===== config.mk =====
export PLATFORM = sky130hd
export DESIGN_NAME = cacheline_burst_adapter
export DESIGN_NICKNAME = d
export VERILOG_FILES = /design/src/rtl/cacheline_burst_adapter.sv
export SDC_FILE = /design/constraint.sdc
export NUM_CORES = 1
export LEC_CHECK = 0
export ABC_AREA = 1
export BUFFER_PORTS_ARGS = -buffer_cell sky130_fd_sc_hd__clkbuf_2
export CAP_MARGIN = 30
export CORE_MARGIN = 3
export CORE_UTILIZATION = 30
export CTS_BUF_LIST = sky130_fd_sc_hd__clkbuf_8
export CTS_CLUSTER_SIZE = 12
export DETAILED_ROUTE_END_ITERATION = 8
export PLACE_DENSITY = 0.61
export SETUP_SLACK_MARGIN = 0.05
export SLEW_MARGIN = 20
export SYNTH_ARGS = -nofsm -noshare
export SYNTH_HDL_FRONTEND = slang
export SYNTH_SLANG_ARGS = --single-unit

===== constraint.sdc =====
create_clock -name clk -period 2.7 [get_ports clk]
set_input_delay 0.135 -clock clk [delete_from_list [all_inputs] [get_ports clk]]
set_output_delay 0.135 -clock clk [all_outputs]
set_load 0.1 [all_outputs]

===== src/rtl/cacheline_burst_adapter.sv =====
// ----------------------------------------------------------------------------
// cacheline_burst_adapter
//
// Turns one cache-line read or write into a multi-beat burst transaction
// on the physical memory bus. A 256-bit line becomes 4 x 64-bit beats
// (little-endian: beat 0 carries bits 63:0). The line-aligned address stays
// stable for the whole burst. The cache gets a single-cycle completion pulse.
//
// Parameters
//   s_offset     log2 of line size in bytes (line width = 8 * 2**s_offset)
//   burst_width  bits per memory beat; must divide the line width evenly
//
// Ports
//   clk, rst      clock, synchronous active-high reset
//   line_i        line to write (cache side)
//   line_o        assembled read line (cache side)
//   address_i     request byte address (cache side)
//   read_i        line read request, held until resp_o
//   write_i       line write request, held until resp_o (wins over read_i)
//   resp_o        one-cycle completion pulse (cache side)
//   burst_i       read beat data from memory
//   burst_o       write beat data to memory
//   address_o     line-aligned address to memory
//   read_o        memory burst read request
//   write_o       memory burst write request
//   resp_i        memory beat acknowledge, one per beat
//
// Optional feature (macro CLA_EARLY_RESP_EN)
//   When this macro is defined, the DONE cycle is removed. resp_o is raised
//   combinationally together with the last beat acknowledge. For reads, the
//   top beat of line_o is bypassed from burst_i in that cycle.
// ----------------------------------------------------------------------------
module cacheline_burst_adapter #(
    parameter int s_offset    = 5,
    parameter int burst_width = 64
) (
    input  logic                         clk,
    input  logic                         rst,
    input  logic [(8 << s_offset)-1:0]   line_i,
    output logic [(8 << s_offset)-1:0]   line_o,
    input  logic [31:0]                  address_i,
    input  logic                         read_i,
    input  logic                         write_i,
    output logic                         resp_o,
    input  logic [burst_width-1:0]       burst_i,
    output logic [burst_width-1:0]       burst_o,
    output logic [31:0]                  address_o,
    output logic                         read_o,
    output logic                         write_o,
    input  logic                         resp_i
);

    localparam int line_w = 8 << s_offset;
    localparam int beats  = line_w / burst_width;
    localparam int cnt_w  = (beats > 1) ? $clog2(beats) : 1;
    localparam logic [cnt_w-1:0] last_cnt = cnt_w'(beats - 1);

    typedef enum logic [1:0] {
        IDLE,
        RD_BURST,
        WR_BURST,
        DONE
    } state_e;

    state_e              state_q, state_d;
    logic [cnt_w-1:0]    cnt_q, cnt_d;
    logic [line_w-1:0]   rline_q, rline_d;   // read line being assembled
    logic [line_w-1:0]   wline_q, wline_d;   // write line latched at request
    logic [31:0]         addr_q, addr_d;
    logic                last_beat;

    // NOTE: every comb output gets a default before the case, so no path leaves one unassigned (no latches).
    always_comb begin
        state_d   = state_q;
        cnt_d     = cnt_q;
        rline_d   = rline_q;
        wline_d   = wline_q;
        addr_d    = addr_q;
        read_o    = 1'b0;
        write_o   = 1'b0;
        resp_o    = 1'b0;
        burst_o   = '0;
        line_o    = rline_q;
        address_o = addr_q;
        last_beat = resp_i && (cnt_q == last_cnt);

        case (state_q)
            IDLE: begin
                // Requests are sampled only here. Write takes priority over read.
                if (write_i) begin
                    wline_d = line_i;
                    addr_d  = {address_i[31:s_offset], {s_offset{1'b0}}};
                    cnt_d   = '0;
                    state_d = WR_BURST;
                end else if (read_i) begin
                    addr_d  = {address_i[31:s_offset], {s_offset{1'b0}}};
                    cnt_d   = '0;
                    state_d = RD_BURST;
                end
            end

            RD_BURST: begin
                read_o = 1'b1;
                if (resp_i) begin
                    rline_d[int'(cnt_q)*burst_width +: burst_width] = burst_i;
                    cnt_d = cnt_q + 1'b1;
                end
                if (last_beat) begin
                    cnt_d = '0;
`ifdef CLA_EARLY_RESP_EN
                    // The top beat is still in flight into rline_q, so forward it.
                    resp_o  = 1'b1;
                    line_o[line_w-1 -: burst_width] = burst_i;
                    state_d = IDLE;
`else
                    state_d = DONE;
`endif
                end
            end

            WR_BURST: begin
                write_o = 1'b1;
                burst_o = wline_q[int'(cnt_q)*burst_width +: burst_width];
                if (resp_i) begin
                    cnt_d = cnt_q + 1'b1;
                end
                if (last_beat) begin
                    cnt_d = '0;
`ifdef CLA_EARLY_RESP_EN
                    resp_o  = 1'b1;
                    state_d = IDLE;
`else
                    state_d = DONE;
`endif
                end
            end

            DONE: begin
                resp_o  = 1'b1;
                state_d = IDLE;
            end

            default: state_d = IDLE;
        endcase
    end

    // NOTE: state registers use non-blocking assignments so every flop samples pre-edge values.
    always_ff @(posedge clk) begin
        if (rst) begin
            // NOTE: the data registers are reset as well, because line_o and address_o have defined reset values.
            state_q <= IDLE;
            cnt_q   <= '0;
            rline_q <= '0;
            wline_q <= '0;
            addr_q  <= '0;
        end else begin
            state_q <= state_d;
            cnt_q   <= cnt_d;
            rline_q <= rline_d;
            wline_q <= wline_d;
            addr_q  <= addr_d;
        end
    end

endmodule

==> impl_metrics.yaml, run 1 <==
clock_network:
  numCtsBuffers: 95
  htreeDepth: 3
  insertion_delay_ns: 0.69
  clockBufferDepth: 3
  clk_pin_slew_ns: 0.06
  cts_tree: "built"
  numClockSinks: 543
  cts.root.buffer_cell: "clkbuf_8"
power_and_ir_drop:
  p_switching_mw: 13.6
  clockPowerShare_pct: 24.4
  p_per_area_nw_per_um2: 925
  max-vdd-ir-drop_uv: 585
  internal-power_mw: 17.2
  power_leakage_nw: 14.5
  power_frac_seq_pct: 32.6
  total_power_mw: 30.8
  pwr-share-comb_pct: 43.0
  switching_share_pct: 44.2
global_routing:
  grt_pass1_vias: 24600
  grt_max_degree: 208
  grt-ovfl-total: 0
  antenna_found_initial: 9
  grt_usage_pct: 22.6
  grt_first_pass_wirelength_um: 138000
place:
  dp_hpwl_um: 54000
  port_buffers: 701
  gp_congestion: 0.869
  placed_area_um2: 27200
routing:
  via_per_inst: 4.82
  drt_iter0_drc: 1550
  wl_um: 90200
  routedWlPerCell_um: 17.7
  ant_nets: 0
  vias: 24600
  first_pass_iters: 5
  drcViolationCount: 0
final_layout:
  final_layout_size_suffix_gt1_share_pct: 22.9
  most-common-layout-cells: "nor2_1, clkbuf_2, dfxtp_1"
  multi_input_area_um2: 9650
  final_net_count: 4434
  seq_area_um2: 10900
  fillers: 7024
  layout_commonest_cell: "nor2_1"
  fin_area_um2: 33400
  syn_to_final_growth_pct: 52.4
  post-route-util_pct: 46.4
timing:
  max_freq_mhz: 400
  fin_crit_sh_pct: 92.5
  slew_headroom_pct: 32.5
  finalHoldViolations: 0
  finalSetupViolations: 0
  rsz0062_at_grt: "true"
  worstMarginPinSlew_ns: 1.01
  holdWs_ns: 0.244
  final_max_slew_viol_count: 0
  finalCriticalPeriod_ns: 2.50
  clock_skew_ns: 0.0535
setup_path:
  start_kind: "flop"
  end_kind: "output pin"
  cp_common_cell: "buf_12"
  crit_fanout: 31
  worstSetupPathType: "flop to output pin"
  cp.required_ns: 2.57
  worst_ep_arrival_time_ns: 2.36
  crit_family: "buffers and inverters"
  crit_path_top_delay_cell: "dfxtp_1"
  crit_path_cell_trace: "inv_1, ha_1, inv_4, buf_12, a21oi_1, buf_12"
  max_stage_delay_ns: 0.39
  path_buf_inv: 4
die:
  dieArea_um2: 76200
  fp.dieH_um: 276
  fp.dieW_um: 276
  rows: 98
  ioPinCount: 712
  core_um2: 71900
  initial_core_util_pct: 30.5
synth:
  netlist_area_um2: 21900
  ys_ff_latch: 543
  synth_cell_types: 25
  synthCells: 3056
  synth-seq-area-share_pct: 49.7
  ys_warn_count: 0
  avgSynthCellArea_um2: 7.16
job:
  maxCapViolCount: 0
status:
  status: "completed"
min_path:
  hold_path_class: "input port to flop"
-- Yosys cell counts, drive strengths merged --
cell type  number  area, µm²
clkinv          1       5.00
inv            79        297
nand2         381       1440
conb            1       3.75
o21ai         464       2330
ha             10        125
buf           149        817
a21oi         323       1620
nor2          923       3500
nand4          64        400
dfxtp         543      10900
nand3          17       85.1
clkbuf        101        392
-- tightest hold or removal path: stages --
cell           delay, ns
dlygate4sd3_1       0.52
clkbuf_2            0.10
o21ai_1             0.06
nor2_1              0.07
-- state kept, by name, summed over array words and instances (netlist names) --
signal,count
state_q,2
wline_q,256
cnt_q,2
address_o,27
line_o,256
-- metal layers --
| metal | share of wire (%) | vias up | track usage [%] |
|---|---|---|---|
| li1 | - | 12000 | - |
| met1 | 40 | 11400 | 25.8 |
| met2 | 49 | 996 | 39.8 |
| met3 | 7.7 | 193 | 5.79 |
| met4 | 3.5 | 0 | 9.36 |
| met5 | 0 | - | 0 |
-- stage by stage --
stage	TNS, ns	setup WS (ns)	instances
finish	0	0.202	5094
global route	0	0.0335	5093
CTS	0	0.0787	5080
detailed placement	0	0.508	4518
global placement	0	0.529	4518
floorplan	-35.79	-0.572	3060
-- worst paths after layout --
kind	start	endpoint	slack, ns	cells after the start
setup / recovery	state_q[0]$_SDFFE_PP0P_	burst_o[33]	0.20	6
hold / removal	line_i[243]	wline_q[243]$_SDFFE_PP0P_	0.24	4
setup reg to reg	state_q[0]$_SDFFE_PP0P_	wline_q[111]$_SDFFE_PP0P_	0.27	8
hold reg to reg	line_o[47]$_SDFFE_PP0P_	line_o[47]$_SDFFE_PP0P_	0.46	2
-- power by group through the flow --
stage | logic (mW) | clock network (mW) | registers (mW)
6_report | 13.3 | 7.54 | 10.1
5_1_grt | 14.2 | 8.09 | 10.2
4_1_cts | 13.0 | 7.73 | 10.0
3_5_place_dp | 12.0 | 0 | 10.2
3_3_place_gp | 11.9 | 0 | 10.1
2_1_floorplan | 6.73 | 0 | 11.9
-- area by class of cell --
cell class | instances | share of cell area [%]
multi-input cells | 2188 | 28.9
flip-flops and latches | 543 | 32.6
clock inverters | 51 | 0.942
diodes | 9 | 0.0675
clock buffers | 114 | 4.70
inverters | 80 | 0.968
well taps | 950 | 3.56
repair buffers | 1159 | 28.2
-- cell families after synthesis --
group           after synthesis  synth area share [%]
fa+ha+maj                    10                 0.572
compound gates              787                  18.0
buf+inv                     330                  6.90
simple gates               1385                  24.8
other cells                   1                0.0171
flops                       543                  49.7
-- what timing repair did --
| item | in CTS | in global routing |
|---|---|---|
| pin swaps | 3 | 3 |
| setup buffers | 0 | 2 |
| hold endpoints to repair | 543 | 0 |
| hold buffers | 392 | 0 |
| endpoints found under the setup margin | 63 | 42 |
| resized for setup | 21 | 15 |
| gates cloned | 5 | 3 |
No activity file was read; power rests on OpenSTA's default activity.
==> inputs of run 2 (changes only) <==
- BUFFER_PORTS_ARGS: -buffer_cell sky130_fd_sc_hd__clkbuf_2 -> -buffer_cell sky130_fd_sc_hd__buf_2
- CELL_PAD_IN_SITES_DETAIL_PLACEMENT: unset -> 1
- CELL_PAD_IN_SITES_GLOBAL_PLACEMENT: unset -> 2
- CORE_ASPECT_RATIO: unset -> 1.2
- CORE_UTILIZATION: 30 -> 28
- PLACE_DENSITY: 0.61 -> 0.91
==> run 2 against run 1 <==
  * Sequential cell count unchanged
  * Largest cell class unchanged
  * Cell count increased by 1.6%
  * Design area about the same
  * Highest routed layer unchanged
  * Wire length increased by 20%
  * Critical endpoint is now burst_o[10]
  * First-iteration DRC count increased by 19%
  * Power increased by 1.4%
  * Critical path depth increased by 1
==> impl_metrics.yaml, run 2 (synthesis results as in run 1) <==
min_path:
  hold_path_class: "input port to flop"
final_layout:
  final_layout_size_suffix_gt1_share_pct: 23.0
  multi_input_area_um2: 9650
  most-common-layout-cells: "nor2_1, buf_2, dfxtp_1"
  layout_commonest_cell: "nor2_1"
  syn_to_final_growth_pct: 52.3
  final_net_count: 4443
  fin_area_um2: 33300
  fillers: 9546
  seq_area_um2: 10900
die:
  fp.dieH_um: 312
  initial_core_util_pct: 28.4
  core_um2: 76900
  dieArea_um2: 81600
  rows: 111
  ioPinCount: 712
  fp.dieW_um: 261
place:
  dp_hpwl_um: 62500
  placed_area_um2: 27300
  gp_congestion: 0.838
  post-place-ws_ns: 0.502
  port_buffers: 701
timing:
  rsz0062_at_grt: "true"
  clock_skew_ns: 0.0404
  slew_headroom_pct: 34.6
  holdWs_ns: 0.217
  finalCriticalPeriod_ns: 2.55
  fin_crit_sh_pct: 94.5
  max_freq_mhz: 392
  final_max_slew_viol_count: 0
  finalHoldViolations: 0
  finalSetupViolations: 0
  fin_ws_ns: 0.149
  worstMarginPinSlew_ns: 0.981
setup_path:
  cp_common_cell: "nor2_1"
  cp.required_ns: 2.57
  max_stage_delay_ns: 0.41
  worstSetupPathType: "flop to output pin"
  start_kind: "flop"
  crit_fanout: 27
  worst_ep_arrival_time_ns: 2.42
  end_kind: "output pin"
  crit_path_cell_trace: "buf_16, buf_8, nor2_1, nor2_1, o21ai_0, a21oi_1, buf_12"
  crit_path_top_delay_cell: "dfxtp_4"
clock_network:
  insertion_delay_ns: 0.71
  cts.root.buffer_cell: "clkbuf_8"
  htreeDepth: 3
  clockBufferDepth: 3
  numCtsBuffers: 94
  numClockSinks: 543
  cts_tree: "built"
  clk_pin_slew_ns: 0.07
status:
  status: "completed"
job:
  maxCapViolCount: 0
routing:
  drt_iter0_drc: 1840
  first_pass_iters: 5
  ant_nets: 0
  routedWlPerCell_um: 20.9
  via_per_inst: 4.99
  drcViolationCount: 0
  vias: 25800
  wl_um: 108000
global_routing:
  grt-ovfl-total: 0
  grt_usage_pct: 25.3
  grt_pass1_vias: 27500
  antenna_found_initial: 21
  grt_max_degree: 208
  grt_first_pass_wirelength_um: 162000
power_and_ir_drop:
  p_per_area_nw_per_um2: 938
  max-vdd-ir-drop_uv: 589
  power_leakage_nw: 14.6
  total_power_mw: 31.3
[run 2: changes by cell type in the layout (fill, tap and decap cells not counted), moves of 3 or more]
cell       previous run  this run
clkinv_8              3         0
a21oi_2              20        24
a21oi_1             303       299
buf_2                 0       636
buf_4                30        45
clkinv_2             10         5
clkbuf_2            636         0
diode_2               9        24
clkbuf_16             3         0
[run 2: where the power goes]
group | leakage [nW] | total, mW | internal [mW] | switching, mW
Clock | 1.01 | 7.29 | 3.72 | 3.56
Sequential | 4.44 | 10.1 | 9.35 | 0.791
Combinational | 9.14 | 13.8 | 3.88 | 9.95
[run 2: final timing paths]
path | from | end | slack, ns | cells past startpoint
setup / recovery | cnt_q[0]$_SDFFE_PP0P_ | burst_o[10] | 0.15 | 7
hold / removal | line_i[81] | wline_q[81]$_SDFFE_PP0P_ | 0.22 | 4
setup reg to reg | state_q[1]$_SDFFE_PP0P_ | wline_q[6]$_SDFFE_PP0P_ | 0.28 | 7
hold reg to reg | line_o[250]$_SDFFE_PP0P_ | line_o[250]$_SDFFE_PP0P_ | 0.46 | 2
[run 2: per-layer routing]
metal  track usage [%]  part of all wire (%)  routed length [µm]
met5                 0                     0                   0
met4              13.2                   5.3                5680
met3              5.92                   7.0                7580
met2              44.1                    49               52500
met1              28.5                    39               42200
[run 2: through the flow]
step	instances	utilization, %	TNS (ns)
after floorplan	3060	-	-35.79
after global placement	4595	35.5	0
after detailed placement	4595	35.5	0
after CTS	5152	43.1	0
after global routing	5172	43.3	0
final	5177	43.3	0
[run 2: worst max-delay path: cells and delay by family, from the launching register on]
family	cells	cell delay, ns
buffers and inverters	3	0.64
AOI/OAI and AO/OA	2	0.44
DFF	1	0.41
and+or+nand+nor	2	0.20
[run 2: timing repair]
item,4_1_cts,5_1_grt
gates cloned,4,0
setup endpoints to repair,51,68
pin swaps,1,2
gates resized for setup,15,24
hold buffers,393,0
hold endpoints to repair,543,0
setup buffers,4,1
[run 2: final cells by class]
| type | count | share of cell area (%) |
|---|---|---|
| inverters | 80 | 0.961 |
| clock buffers | 112 | 4.63 |
| well taps | 1017 | 3.82 |
| repair buffers | 1170 | 28.2 |
| flip-flops and latches | 543 | 32.6 |
| diodes | 24 | 0.180 |
| clock inverters | 44 | 0.593 |
| multi-input cells | 2187 | 29.0 |
==> inputs of run 3 (changes only) <==
- PLACE_DENSITY: 0.91 -> unset
- PLACE_DENSITY_LB_ADDON: unset -> 0.12
==> run 3 against run 2 <==
  * Power shrank 0.99%
  * First-iteration DRC count is 38% lower
  * Sequential cell count did not move
  * Global-route usage shrank 0.67 points
  * Critical path type is now flop to flop
  * Largest cell class unchanged
  * Highest routed layer is now met5
==> impl_metrics.yaml, run 3 (synthesis results as in run 1) <==
power_and_ir_drop:
  p_per_area_nw_per_um2: 937
  p_switching_mw: 13.8
  internal-power_mw: 17.2
  max-vdd-ir-drop_uv: 709
  switching_share_pct: 44.6
  pwr-share-comb_pct: 42.6
  clockPowerShare_pct: 25.0
  power_leakage_nw: 14.5
  power_frac_seq_pct: 32.4
setup_path:
  worst_ep_arrival_time_ns: 3.17
  r2r_cells: 8
  crit_path_end: "line_o[171]$_SDFFE_PP0P_"
  cp.required_ns: 3.33
  setup.worst_path.start: "cnt_q[0]$_SDFFE_PP0P_"
  end_kind: "flop"
  r2r_slack_ns: 0.16
  r2r_start: "cnt_q[0]$_SDFFE_PP0P_"
  start_kind: "flop"
  r2r-end: "line_o[171]$_SDFFE_PP0P_"
  crit_fanout: 32
  worstSetupPathType: "flop to flop"
die:
  dieArea_um2: 81600
  initial_core_util_pct: 28.4
  fp.dieH_um: 312
  core_um2: 76900
  fp.dieW_um: 261
  rows: 111
  ioPinCount: 712
global_routing:
  grt_first_pass_wirelength_um: 156000
  grt-ovfl-total: 0
  grt_usage_pct: 24.6
  grt_max_degree: 208
  grt_pass1_vias: 26200
  antenna_found_initial: 21
final_layout:
  final_net_count: 4404
  layout_commonest_cell: "nor2_1"
  instances_no_fill: 5140
  syn_to_final_growth_pct: 51.0
  most-common-layout-cells: "nor2_1, buf_2, dfxtp_1"
  final_layout_size_suffix_gt1_share_pct: 22.4
  post-route-util_pct: 42.9
routing:
  via_per_inst: 4.81
  first_pass_iters: 5
  drcViolationCount: 0
  drt_iter0_drc: 1150
  routedWlPerCell_um: 20.5
  vias: 24700
  ant_nets: 0
  wl_um: 105000
timing:
  fin_crit_sh_pct: 94.0
  rsz0062_at_grt: "true"
  tns_ns: 0
  final_max_slew_viol_count: 0
  holdWs_ns: 0.232
  clock_skew_ns: 0.0255
  max_freq_mhz: 394
  finalCriticalPeriod_ns: 2.54
  finalSetupViolations: 0
  finalHoldViolations: 0
  slew_headroom_pct: 33.5
  fin_ws_ns: 0.161
  worstMarginPinSlew_ns: 0.997
clock_network:
  clk_pin_slew_ns: 0.06
  clockBufferDepth: 3
  cts.root.buffer_cell: "clkbuf_8"
  insertion_delay_ns: 0.69
  cts_tree: "built"
  numClockSinks: 543
  htreeDepth: 3
  numCtsBuffers: 96
place:
  dpl.cell_count: 4570
  post-place-ws_ns: 0.554
  dp_hpwl_um: 66400
  port_buffers: 701
  gp_congestion: 0.819
status:
  status: "completed"
min_path:
  hold_path_class: "input port to flop"
job:
  maxCapViolCount: 0
run 3: changes by cell type in the layout (fill, tap and decap cells not counted), moves of 3 or more:
cell,before,now
inv_1,103,100
a21oi_2,24,8
buf_4,45,22
inv_6,2,5
a21oi_1,299,315
buf_12,84,76
diode_2,24,18
dlygate4sd3_1,393,380
clkbuf_16,0,3
clkbuf_8,112,127
run 3: worst max-delay path, stage by stage, from the launching register on:
cell and delay (ns):
dfxtp_4 0.50, inv_4 0.14, ha_1 0.39, nand2_1 0.20, nor2_8 0.22, buf_16 0.25, a21oi_1 0.09, nor2_1 0.13
dlygate4sd3_1 0.56
run 3: how the worst min path moves through the flow:
stage                            from                        end  slack [ns]  cells past startpoint
after global placement    line_i[225]  wline_q[225]$_SDFFE_PP0P_        0.38                      3
after CTS                  line_i[93]   wline_q[93]$_SDFFE_PP0P_        0.15                      4
final                     line_i[229]  wline_q[229]$_SDFFE_PP0P_        0.23                      4
after detailed placement  line_i[233]  wline_q[233]$_SDFFE_PP0P_        0.39                      3
after floorplan            burst_i[0]   line_o[128]$_SDFFE_PP0P_        0.28                      2
after global routing      line_i[223]  wline_q[223]$_SDFFE_PP0P_        0.18                      4
run 3: layout make-up:
cell class                      instances  area (µm²)
Fill cell                            9569       43900
Sequential cell                       543       10900
Multi-Input combinational cell       2187        9590
Timing Repair Buffer                 1129        9000
Clock buffer                          127        1750
Tap cell                             1017        1270
Inverter                               80         323
Clock inverter                         39         178
Antenna cell                           18        45.0
run 3: through the flow:
stage               total power, mW  area (µm²)
floorplan                      18.6       21900
global placement               22.3       27000
detailed placement             22.6       27000
CTS                            31.1       32900
global route                   32.8       33000
finish                         31.0       33000
run 3: power groups by stage:
stage	clock, mW	sequential [mW]	combinational, mW
after floorplan	0	11.9	6.73
after global placement	0	10.1	12.2
after detailed placement	0	10.2	12.4
after CTS	8.02	10.0	13.1
after global routing	8.37	10.2	14.3
final	7.74	10.0	13.2
run 3: what timing repair did:
| item | in CTS | in global routing |
|---|---|---|
| hold buffers | 380 | 0 |
| resized for setup | 11 | 12 |
| hold endpoints to repair | 543 | 0 |
| endpoints found under the setup margin | 64 | 56 |
| cloned | 2 | 3 |
| buffers inserted | 0 | 1 |
run 3: metal layers:
layer  up-vias  part of all wire, %  global-route usage, %
met5         -                0.051                      0
met2       754                   49                   42.8
met4         8                  4.3                   10.5
li1      11900                    -                      -
met1     11900                   41                   28.7
met3       232                  6.2                   5.87
